[src/rtl/spiking_neuron_nin_pkg.sv]
// spiking_pkg: shared types, command decoding helpers, default kernel and
// sum/clamp geometry for the N-input spiking neuron.
package spiking_pkg;

  // Age counters are wide enough for STATE_GOOD_MAX up to 30.
  localparam int AGE_W = 5;
  typedef logic [AGE_W-1:0] age_t;

  // Age value meaning "no spike seen recently"; the kernel weight here is zero.
  function automatic age_t state_null(input int good_max);
    return age_t'(good_max + 32'sd1);
  endfunction

  // Width of cmd_arg, weights and bias.
  function automatic int float_width(input int int_w);
    return 32'sd2 * int_w;
  endfunction

  // Command codes. Codes 1..N address the per-input weights.
  function automatic int cmd_delivery(input int n);
    return n + 32'sd1;
  endfunction

  function automatic int cmd_bias(input int n);
    return n + 32'sd2;
  endfunction

  function automatic int cmd_kernel(input int n);
    return n + 32'sd3;
  endfunction

  function automatic int cmd_clear(input int cmd_w);
    return (32'sd1 << cmd_w) - 32'sd3;
  endfunction

  // Default time kernel: floor(INT_MAX * {0.7, 1.0, 0.6, 0.3, 0.1}).
  function automatic int kernel_default(input int idx, input int int_w);
    int m;
    m = (32'sd1 << int_w) - 32'sd1;
    case (idx)
      0:       return (m * 32'sd7) / 32'sd10;
      1:       return m;
      2:       return (m * 32'sd6) / 32'sd10;
      3:       return (m * 32'sd3) / 32'sd10;
      4:       return m / 32'sd10;
      default: return 32'sd0;
    endcase
  endfunction

  // Full-precision signed sum width: products are 3*I bits, plus growth for
  // N weighted terms, bias and self-inhibition, plus the sign.
  function automatic int sum_width(input int int_w, input int n);
    return 32'sd3 * int_w + $clog2(n + 32'sd2) + 32'sd1;
  endfunction

  // Bit range of the sum that becomes the integer potential.
  function automatic int clamp_lsb(input int int_w);
    return int_w;
  endfunction

  function automatic int clamp_msb(input int int_w);
    return 32'sd2 * int_w - 32'sd1;
  endfunction

endpackage

[src/rtl/spiking_neuron_nin_if.sv]
// Configuration bus, spike inputs and neuron outputs bundled for one neuron.
interface spiking_neuron_nin_if
  import spiking_pkg::*;
#(
  parameter int ADDR_WIDTH   = 8,
  parameter int CMD_WIDTH    = 8,
  parameter int INT_WIDTH    = 8,
  parameter int INPUTS_COUNT = 4
);
  logic [ADDR_WIDTH-1:0]            addr;
  logic [CMD_WIDTH-1:0]             cmd;
  logic [float_width(INT_WIDTH)-1:0] cmd_arg;
  logic [INPUTS_COUNT-1:0]          in;
  logic                             out;
  logic [INT_WIDTH-1:0]             potential;

  modport master (output addr, cmd, cmd_arg, in, input out, potential);
  modport slave  (input addr, cmd, cmd_arg, in, output out, potential);
endinterface

[src/rtl/spiking_neuron_nin_age_tracker.sv]
// spike_age_tracker: counts ticks since the last spike, saturating to the
// null age once the age passes STATE_GOOD_MAX.
module spike_age_tracker
  import spiking_pkg::*;
#(
  parameter int STATE_GOOD_MAX = 4
) (
  input  logic clk,
  input  logic rst,
  input  logic tick_i,
  input  logic spike_i,
  input  logic clear_i,
  output age_t age_aged_o
);
  localparam age_t GOOD_MAX_A = age_t'(STATE_GOOD_MAX);
  localparam age_t NULL_AGE   = state_null(STATE_GOOD_MAX);

  age_t age_q;
  age_t age_d;

  // Age after one tick without a spike; exported so the caller can decide on
  // the spike without a combinational loop through this counter.
  always_comb begin
    if (age_q < GOOD_MAX_A) begin
      age_aged_o = age_q + age_t'(1);
    end else begin
      age_aged_o = NULL_AGE;
    end
  end

  // Next age: clear wins, a tick either restarts or ages, otherwise hold.
  always_comb begin
    age_d = age_q;
    if (clear_i) begin
      age_d = NULL_AGE;
    end else if (tick_i) begin
      age_d = spike_i ? age_t'(0) : age_aged_o;
    end else begin
      age_d = age_q;
    end
  end

  // Age register.
  always_ff @(posedge clk or negedge rst) begin
    if (!rst) begin
      age_q <= NULL_AGE;
    end else begin
      age_q <= age_d;
    end
  end
endmodule

[src/rtl/spiking_neuron_nin.sv]
// spiking_neuron_nin: N-input spiking neuron with per-input spike ages, time
// kernel weighting, self-inhibition, bias, saturating potential, threshold
// fire and programmable delivery delay.
// Optional: SPIKING_NEURON_KERNEL_PROG_EN makes the kernel writable (cmd N+3).
module spiking_neuron_nin
  import spiking_pkg::*;
#(
  parameter int NEURON_ID           = -1,
  parameter int INPUTS_COUNT        = 4,
  parameter int ADDR_WIDTH          = 8,
  parameter int CMD_WIDTH           = 8,
  parameter int INT_WIDTH           = 8,
  parameter int STATE_GOOD_MAX      = 4,
  parameter int OUT_BARRIER         = ((1 << INT_WIDTH) - 1) / 2,
  parameter int COMPENSATION_WEIGHT = ((1 << INT_WIDTH) - 1) * INPUTS_COUNT
) (
  input logic              clk,
  input logic              rst,
  spiking_neuron_nin_if.slave bus
);
  localparam int N       = INPUTS_COUNT;
  localparam int FW      = float_width(INT_WIDTH);
  localparam int SUM_W   = sum_width(INT_WIDTH, N);
  localparam int C_LSB   = clamp_lsb(INT_WIDTH);
  localparam int C_MSB   = clamp_msb(INT_WIDTH);
  localparam int INT_MAX = (1 << INT_WIDTH) - 1;
  localparam int KN      = STATE_GOOD_MAX + 1;

  localparam logic [ADDR_WIDTH-1:0] MY_ADDR   = ADDR_WIDTH'(NEURON_ID);
  localparam logic [CMD_WIDTH-1:0]  CMD_DELIV = CMD_WIDTH'(cmd_delivery(N));
  localparam logic [CMD_WIDTH-1:0]  CMD_BIAS  = CMD_WIDTH'(cmd_bias(N));
  localparam logic [CMD_WIDTH-1:0]  CMD_CLR   = CMD_WIDTH'(cmd_clear(CMD_WIDTH));
  localparam logic signed [SUM_W-1:0] COMP_W  = SUM_W'(COMPENSATION_WEIGHT);
  localparam logic [INT_WIDTH:0]    BARRIER   = (INT_WIDTH + 1)'(OUT_BARRIER);
  localparam logic [FW-1:0]         W_RESET   = FW'(INT_MAX / N);
  localparam logic [INT_WIDTH-1:0]  DT_RESET  = INT_WIDTH'(1);

  logic signed [FW-1:0]  weight_q [N];
  logic signed [FW-1:0]  weight_d [N];
  logic signed [FW-1:0]  bias_q, bias_d;
  logic [INT_WIDTH-1:0]  delivery_time_q, delivery_time_d;
  logic [INT_WIDTH-1:0]  delivery_cnt_q, delivery_cnt_d;
  logic [INT_WIDTH-1:0]  potential_q, potential_d;
  logic                  out_q, out_d;

  logic [INT_WIDTH-1:0]  kern_s [KN];
  age_t                  age_aged_s [N+1];
  age_t                  eval_age_s [N+1];
  logic [INT_WIDTH-1:0]  k_s [N+1];
  logic                  tick_s, clear_s, hit_s, fire_s, fire_evt_s;
  logic signed [SUM_W-1:0] sum_s, acc_s, k_ext_s, w_ext_s, bias_ext_s;
  logic [INT_WIDTH-1:0]  clamp_s;

  // Bus decode: cmd 0 is a tick, clear ignores the address.
  always_comb begin
    tick_s  = (bus.cmd == '0);
    clear_s = (bus.cmd == CMD_CLR);
    hit_s   = (bus.addr == MY_ADDR);
  end

  for (genvar g = 0; g < N; g++) begin : g_in_age
    spike_age_tracker #(.STATE_GOOD_MAX(STATE_GOOD_MAX)) u_age (
      .clk       (clk),
      .rst       (rst),
      .tick_i    (tick_s),
      .spike_i   (bus.in[g]),
      .clear_i   (clear_s),
      .age_aged_o(age_aged_s[g])
    );
  end

  // The output age restarts when the neuron fires on an evaluating tick.
  spike_age_tracker #(.STATE_GOOD_MAX(STATE_GOOD_MAX)) u_out_age (
    .clk       (clk),
    .rst       (rst),
    .tick_i    (tick_s),
    .spike_i   (fire_evt_s),
    .clear_i   (clear_s),
    .age_aged_o(age_aged_s[N])
  );

  // Ages the evaluation sees: inputs include this tick's spikes, the output
  // age is the pre-fire aged value.
  always_comb begin
    for (int i = 0; i < N; i++) begin
      eval_age_s[i] = bus.in[i] ? age_t'(0) : age_aged_s[i];
    end
    eval_age_s[N] = age_aged_s[N];
  end

  // Kernel lookup per age; ages outside the table (null) weigh zero.
  always_comb begin
    for (int i = 0; i <= N; i++) begin
      k_s[i] = '0;
      for (int j = 0; j < KN; j++) begin
        if (eval_age_s[i] == age_t'(j)) begin
          k_s[i] = kern_s[j];
        end else begin
          k_s[i] = k_s[i];
        end
      end
    end
  end

  // Full-precision signed sum: -K[out]*COMP + bias*2^I + sum K[i]*w[i].
  always_comb begin
    acc_s      = '0;
    k_ext_s    = {{(SUM_W-INT_WIDTH){1'b0}}, k_s[N]};
    w_ext_s    = '0;
    bias_ext_s = {{(SUM_W-FW){bias_q[FW-1]}}, bias_q};
    acc_s      = acc_s - k_ext_s * COMP_W;
    acc_s      = acc_s + (bias_ext_s <<< INT_WIDTH);
    for (int i = 0; i < N; i++) begin
      k_ext_s = {{(SUM_W-INT_WIDTH){1'b0}}, k_s[i]};
      w_ext_s = {{(SUM_W-FW){weight_q[i][FW-1]}}, weight_q[i]};
      acc_s   = acc_s + k_ext_s * w_ext_s;
    end
    sum_s = acc_s;
  end

  // Clamp to the integer potential and compare against the firing barrier.
  always_comb begin
    if (sum_s[SUM_W-1]) begin
      clamp_s = '0;
    end else if (|sum_s[SUM_W-2:FW]) begin
      clamp_s = INT_WIDTH'(INT_MAX);
    end else begin
      clamp_s = sum_s[C_MSB:C_LSB];
    end
    fire_s     = ({1'b0, clamp_s} > BARRIER);
    fire_evt_s = tick_s && (delivery_cnt_q == '0) && fire_s;
  end

  // Next state: clear, tick (countdown or evaluate), or configuration write.
  always_comb begin
    for (int i = 0; i < N; i++) begin
      weight_d[i] = weight_q[i];
    end
    bias_d          = bias_q;
    delivery_time_d = delivery_time_q;
    delivery_cnt_d  = delivery_cnt_q;
    potential_d     = potential_q;
    out_d           = out_q;
    if (clear_s) begin
      out_d          = 1'b0;
      delivery_cnt_d = '0;
      potential_d    = '0;
    end else if (tick_s) begin
      if (delivery_cnt_q != '0) begin
        out_d          = (delivery_cnt_q == INT_WIDTH'(1));
        delivery_cnt_d = delivery_cnt_q - INT_WIDTH'(1);
      end else begin
        potential_d = clamp_s;
        out_d       = fire_s && (delivery_time_q == '0);
        if (fire_s && (delivery_time_q != '0)) begin
          delivery_cnt_d = delivery_time_q;
        end else begin
          delivery_cnt_d = delivery_cnt_q;
        end
      end
    end else if (hit_s) begin
      for (int i = 0; i < N; i++) begin
        if (bus.cmd == CMD_WIDTH'(i + 1)) begin
          weight_d[i] = bus.cmd_arg;
        end else begin
          weight_d[i] = weight_q[i];
        end
      end
      if (bus.cmd == CMD_DELIV) begin
        delivery_time_d = bus.cmd_arg[INT_WIDTH-1:0];
      end else if (bus.cmd == CMD_BIAS) begin
        bias_d = bus.cmd_arg;
      end else begin
        bias_d = bias_q;
      end
    end else begin
      out_d = out_q;
    end
  end

`ifdef SPIKING_NEURON_KERNEL_PROG_EN
  localparam logic [CMD_WIDTH-1:0] CMD_KERN = CMD_WIDTH'(cmd_kernel(N));

  logic [INT_WIDTH-1:0] kern_q [KN];
  logic [INT_WIDTH-1:0] kern_d [KN];

  // Kernel write: index in the upper half of cmd_arg, out-of-range ignored.
  always_comb begin
    for (int j = 0; j < KN; j++) begin
      kern_d[j] = kern_q[j];
      if (hit_s && !clear_s && (bus.cmd == CMD_KERN) &&
          (bus.cmd_arg[FW-1:INT_WIDTH] == INT_WIDTH'(j))) begin
        kern_d[j] = bus.cmd_arg[INT_WIDTH-1:0];
      end else begin
        kern_d[j] = kern_q[j];
      end
    end
  end

  // Kernel register file, reset to the default shape.
  always_ff @(posedge clk or negedge rst) begin
    if (!rst) begin
      for (int j = 0; j < KN; j++) begin
        kern_q[j] <= INT_WIDTH'(kernel_default(j, INT_WIDTH));
      end
    end else begin
      for (int j = 0; j < KN; j++) begin
        kern_q[j] <= kern_d[j];
      end
    end
  end

  // Evaluation reads the programmed kernel.
  always_comb begin
    for (int j = 0; j < KN; j++) begin
      kern_s[j] = kern_q[j];
    end
  end
`else
  // Evaluation reads the fixed default kernel.
  always_comb begin
    for (int j = 0; j < KN; j++) begin
      kern_s[j] = INT_WIDTH'(kernel_default(j, INT_WIDTH));
    end
  end
`endif

  // Neuron state and configuration registers.
  always_ff @(posedge clk or negedge rst) begin
    if (!rst) begin
      for (int i = 0; i < N; i++) begin
        weight_q[i] <= W_RESET;
      end
      bias_q          <= '0;
      delivery_time_q <= DT_RESET;
      delivery_cnt_q  <= '0;
      potential_q     <= '0;
      out_q           <= 1'b0;
    end else begin
      for (int i = 0; i < N; i++) begin
        weight_q[i] <= weight_d[i];
      end
      bias_q          <= bias_d;
      delivery_time_q <= delivery_time_d;
      delivery_cnt_q  <= delivery_cnt_d;
      potential_q     <= potential_d;
      out_q           <= out_d;
    end
  end

  assign bus.out       = out_q;
  assign bus.potential = potential_q;
endmodule
[src/flat_wrapper.sv]
// flat-port wrapper written by rule: the top's interface ports become plain ports
module spiking_neuron_nin_flat import spiking_pkg::*;
#(
  parameter int NEURON_ID           = -1,
  parameter int INPUTS_COUNT        = 4,
  parameter int ADDR_WIDTH          = 8,
  parameter int CMD_WIDTH           = 8,
  parameter int INT_WIDTH           = 8,
  parameter int STATE_GOOD_MAX      = 4,
  parameter int OUT_BARRIER         = ((1 << INT_WIDTH) - 1) / 2,
  parameter int COMPENSATION_WEIGHT = ((1 << INT_WIDTH) - 1) * INPUTS_COUNT
)
  (clk, rst, bus_addr, bus_cmd, bus_cmd_arg, bus_in, bus_out, bus_potential);
  spiking_neuron_nin_if #(.ADDR_WIDTH(ADDR_WIDTH), .CMD_WIDTH(CMD_WIDTH), .INT_WIDTH(INT_WIDTH), .INPUTS_COUNT(INPUTS_COUNT)) bus_i ();
  input logic clk;
  input logic rst;
  input wire logic [$bits(bus_i.addr)-1:0] bus_addr;
  input wire logic [$bits(bus_i.cmd)-1:0] bus_cmd;
  input wire logic [$bits(bus_i.cmd_arg)-1:0] bus_cmd_arg;
  input wire logic [$bits(bus_i.in)-1:0] bus_in;
  output wire logic [$bits(bus_i.out)-1:0] bus_out;
  output wire logic [$bits(bus_i.potential)-1:0] bus_potential;
  assign bus_i.addr = bus_addr;
  assign bus_i.cmd = bus_cmd;
  assign bus_i.cmd_arg = bus_cmd_arg;
  assign bus_i.in = bus_in;
  assign bus_out = bus_i.out;
  assign bus_potential = bus_i.potential;
  spiking_neuron_nin #(.NEURON_ID(NEURON_ID), .INPUTS_COUNT(INPUTS_COUNT), .ADDR_WIDTH(ADDR_WIDTH), .CMD_WIDTH(CMD_WIDTH), .INT_WIDTH(INT_WIDTH), .STATE_GOOD_MAX(STATE_GOOD_MAX), .OUT_BARRIER(OUT_BARRIER), .COMPENSATION_WEIGHT(COMPENSATION_WEIGHT)) u_core (.clk(clk), .rst(rst), .bus(bus_i));
endmodule
[config.mk]
export PLATFORM = sky130hd
export DESIGN_NAME = spiking_neuron_nin_flat
export DESIGN_NICKNAME = d
export VERILOG_FILES = /design/src/rtl/spiking_neuron_nin_pkg.sv /design/src/rtl/spiking_neuron_nin_if.sv /design/src/rtl/spiking_neuron_nin_age_tracker.sv /design/src/rtl/spiking_neuron_nin.sv /design/src/flat_wrapper.sv
export SDC_FILE = /design/constraint.sdc
export NUM_CORES = 2
export LEC_CHECK = 0
export CORE_MARGIN = 2
export CORE_UTILIZATION = 59
export CTS_BUF_LIST = sky130_fd_sc_hd__clkbuf_2
export CTS_CLUSTER_DIAMETER = 200
export DETAILED_ROUTE_END_ITERATION = 8
export MAX_ROUTING_LAYER = met4
export PLACE_DENSITY = 0.86
export SYNTH_ARGS = -nofsm -noshare
export SYNTH_HDL_FRONTEND = slang
export SYNTH_SLANG_ARGS = --single-unit
[constraint.sdc]
create_clock -name clk -period 11.2 [get_ports clk]
set_clock_uncertainty 0.1 [all_clocks]
set_input_delay 1.68 -clock clk [delete_from_list [all_inputs] [get_ports clk]]
set_output_delay 1.68 -clock clk [all_outputs]
set_load 0.01 [all_outputs]
==> out/metrics.cfg <==
[setup_path]
path_max_fanout=9
critPathKind=register to register
cp_top_family=adder cells
startpoint_type=register
path_buf_inv=5
endpoint_kind=register
required_ns=11.95
slowest_delay_ns=0.91
slowest_stage=o31ai_1
cpMostUsedCell=fa_1
arrival_ns=11.45

[route]
antenna_left=0
dr.pass1.iters=5
avgViaCountPerCell=5.61
drc=0
wirelength_mm=73.7
num_vias=21900
drt_iter0_drc=1943
wire_per_inst_um=18.9

[finish]
final_nets=4115
syn2layout_area_growth_pct=12.9
utilization_pct=67.0
register_area_um2=3300
fillCellCount=3474
drive_gt1_share_pct=15.0
multi_input_area_um2=22200

[logic_synthesis]
synth_seq_cells=130
synth.top_cell.area_share_pct=36.4
synth_commonest_cells=inv_1 (702), fa_1 (513), ha_1 (290)
synth_edf_count=0
syn_inst=2960
ys_warn_count=0
synth.most_common_cell=inv_1
async_flop_share_pct=100
synth-seq-area-share_pct=11.7
synthTopCellsByArea=fa_1 (36%), ha_1 (13%), inv_1 (9.3%)
yosys_most_used_dff=dfrtp_1
synth_cell_type_count=73
syn_avg_cell_area_um2=9.54
syn_area_um2=28200
synthesis.nets=3801
yosys.area.top_type=fa_1

[die]
die_h_um=223
core_um2=47500
pin_count=47
fp.dieW_um=223
num_rows=80
initial_core_util_pct=59.4
dieArea_um2=49600

[sta]
finalSetupViolCount=0
setup-tns-final_ns=0
fin_crit_sh_pct=95.5
final_max_slew_viol_count=0
worst_pin_slew_ns=1.20
hold_viol=0
setup_ws_ns=0.508
period_minus_slack_ns=10.69
slew_headroom_pct=19.5
fmax_ghz=0.0935
rsz0062_at_grt=no

[placed_design]
globalplace.congestion=1.01
portBuffers=46
dpl_worst_slack_ns=-0.511
place_hpwl_mm=62.9

[power]
powerDensity_nw_per_um2=237
vdd_drop_max_mv=0.571
leakage_nw=17.2

[global_route]
grt_pass1_wl_mm=121
grt_pass1_vias=23500
overflow=0
gr-usage-all-layers_pct=32.2
grt_max_degree=68
antenna_found_initial=5

[cts]
numClockSinks=130
cts_tree=yes
cts_made_buffers=17
cts_root_buffer=clkbuf_2
cts.clk_slew.worst_paths_ns=0.20
cts-htree-levels=4
hold_buffers=0
clockBufferDepth=2
clkLatencyLatePin_ns=0.94

[run_status]
outcome=completed

[hold_path]
holdCritPathClass=register to register

[run]
drv_cap=0

[cells by family (layout without fill, tap and decap cells)]
kind of cell | after synthesis | in the layout | share of synthesized area [%]
flip-flops | 130 | 130 | 11.7
multiplexers | 91 | 91 | 3.61
AO/OA/AOI/OAI | 322 | 322 | 7.66
AND/OR/NAND/NOR | 731 | 731 | 13.8
adder cells (fa/ha/maj) | 803 | 803 | 49.2
XOR/XNOR | 128 | 128 | 3.97
other | 0 | 5 | 0
buffers and inverters | 755 | 1082 | 10.1
[layout make-up]
cell class                 count  share of cell area (%)
multi-input combinational   2075                    69.5
sequential                   130                    10.3
timing repair buffer         348                    8.72
inverter                     702                    8.27
tap                          615                    2.41
clock inverter                11                   0.353
clock buffer                  21                   0.330
antenna                        5                  0.0392
[routing by layer]
metal | global-route usage [%] | part of all wire (%)
met1 | 41.2 | 40
met2 | 51.2 | 48
met3 | 5.62 | 8.1
met4 | 12.8 | 4.4
met5 | - | 0
[sequential cells by signal, indices dropped and copies added (netlist names)]
name	cells
u_core.u_out_age.age_q	5
u_core.delivery_time_q	8
u_core.g_in_age.u_age.age_q	20
u_core.delivery_cnt_q	8
u_core.w_ext_s	16
u_core.bus.out	1
u_core.bus.potential	8
u_core.weight_q	48
u_core.bias_q	16
[worst register-to-register path, delay by kind of cell (launching register included)]
family,cells,cell delay [ns]
buffers and inverters,5,0.64
DFF,1,0.63
xor gates and xnor gates,1,0.24
adders and majority gates,10,4.01
and+or+nand+nor,4,1.32
AOI/OAI and AO/OA,14,3.69
[cells in the final DEF (no fill, tap or decap), drive strengths merged, types with 25 or more instances in the layout]
| cell | Yosys | routed |
|---|---|---|
| xnor2 | 81 | 81 |
| nor3 | 49 | 49 |
| mux2 | 88 | 88 |
| ha | 290 | 290 |
| fa | 513 | 513 |
| inv | 702 | 703 |
| nor2b | 90 | 90 |
| nand2 | 166 | 166 |
| dfrtp | 95 | 95 |
| xor2 | 47 | 47 |
| clkdlybuf4s50 | 0 | 45 |
| and2 | 211 | 211 |
| nand2b | 27 | 27 |
| o21ai | 67 | 67 |
| nand3 | 25 | 25 |
| nor2 | 91 | 91 |
| dfstp | 35 | 35 |
| a21oi | 92 | 92 |
| buf | 8 | 303 |
| a21o | 34 | 34 |
[power by group]
part	internal, W	switching, W
Clock	0.000104	0.000211
Combinational	0.00284	0.00390
Sequential	0.000486	0.0000125
[through the flow]
stage / power, W / instance area, um2 / hold slack (ns) / instances
global placement: 0.00699 / 31600 / 0.383 / 3870
floorplan: 0.00502 / 28200 / 0.371 / 2960
finish: 0.00755 / 31900 / 0.431 / 3907
detailed placement: 0.00711 / 31600 / 0.391 / 3870
global route: 0.00823 / 31900 / 0.456 / 3905
CTS: 0.00750 / 31800 / 0.431 / 3902
[repair_timing]
| item | in CTS | in global routing |
|---|---|---|
| endpoints found under the setup margin | 0 | 20 |
| resized for setup | 0 | 8 |
| setup buffers | 0 | 0 |
[final timing paths]
check                                                               from                                    end  slack [ns]  cells after the start
min reg2reg                        u_core.u_out_age.age_q[1]$_DFFE_PN0N_  u_core.u_out_age.age_q[1]$_DFFE_PN0N_        0.43                      1
max                        u_core.g_in_age[3].u_age.age_q[0]$_DFFE_PN1N_  u_core.u_out_age.age_q[1]$_DFFE_PN0N_        0.51                     34
max in group asynchronous                                            rst        u_core.weight_q[24]$_DFFE_PN0P_        8.99                      2
min                                u_core.u_out_age.age_q[1]$_DFFE_PN0N_  u_core.u_out_age.age_q[1]$_DFFE_PN0N_        0.43                      1
min in group asynchronous                                            rst        u_core.weight_q[38]$_DFFE_PN0P_        0.59                      1
max reg2reg                u_core.g_in_age[3].u_age.age_q[0]$_DFFE_PN1N_  u_core.u_out_age.age_q[1]$_DFFE_PN0N_        0.51                     34
(Power assumes the default switching activity.)
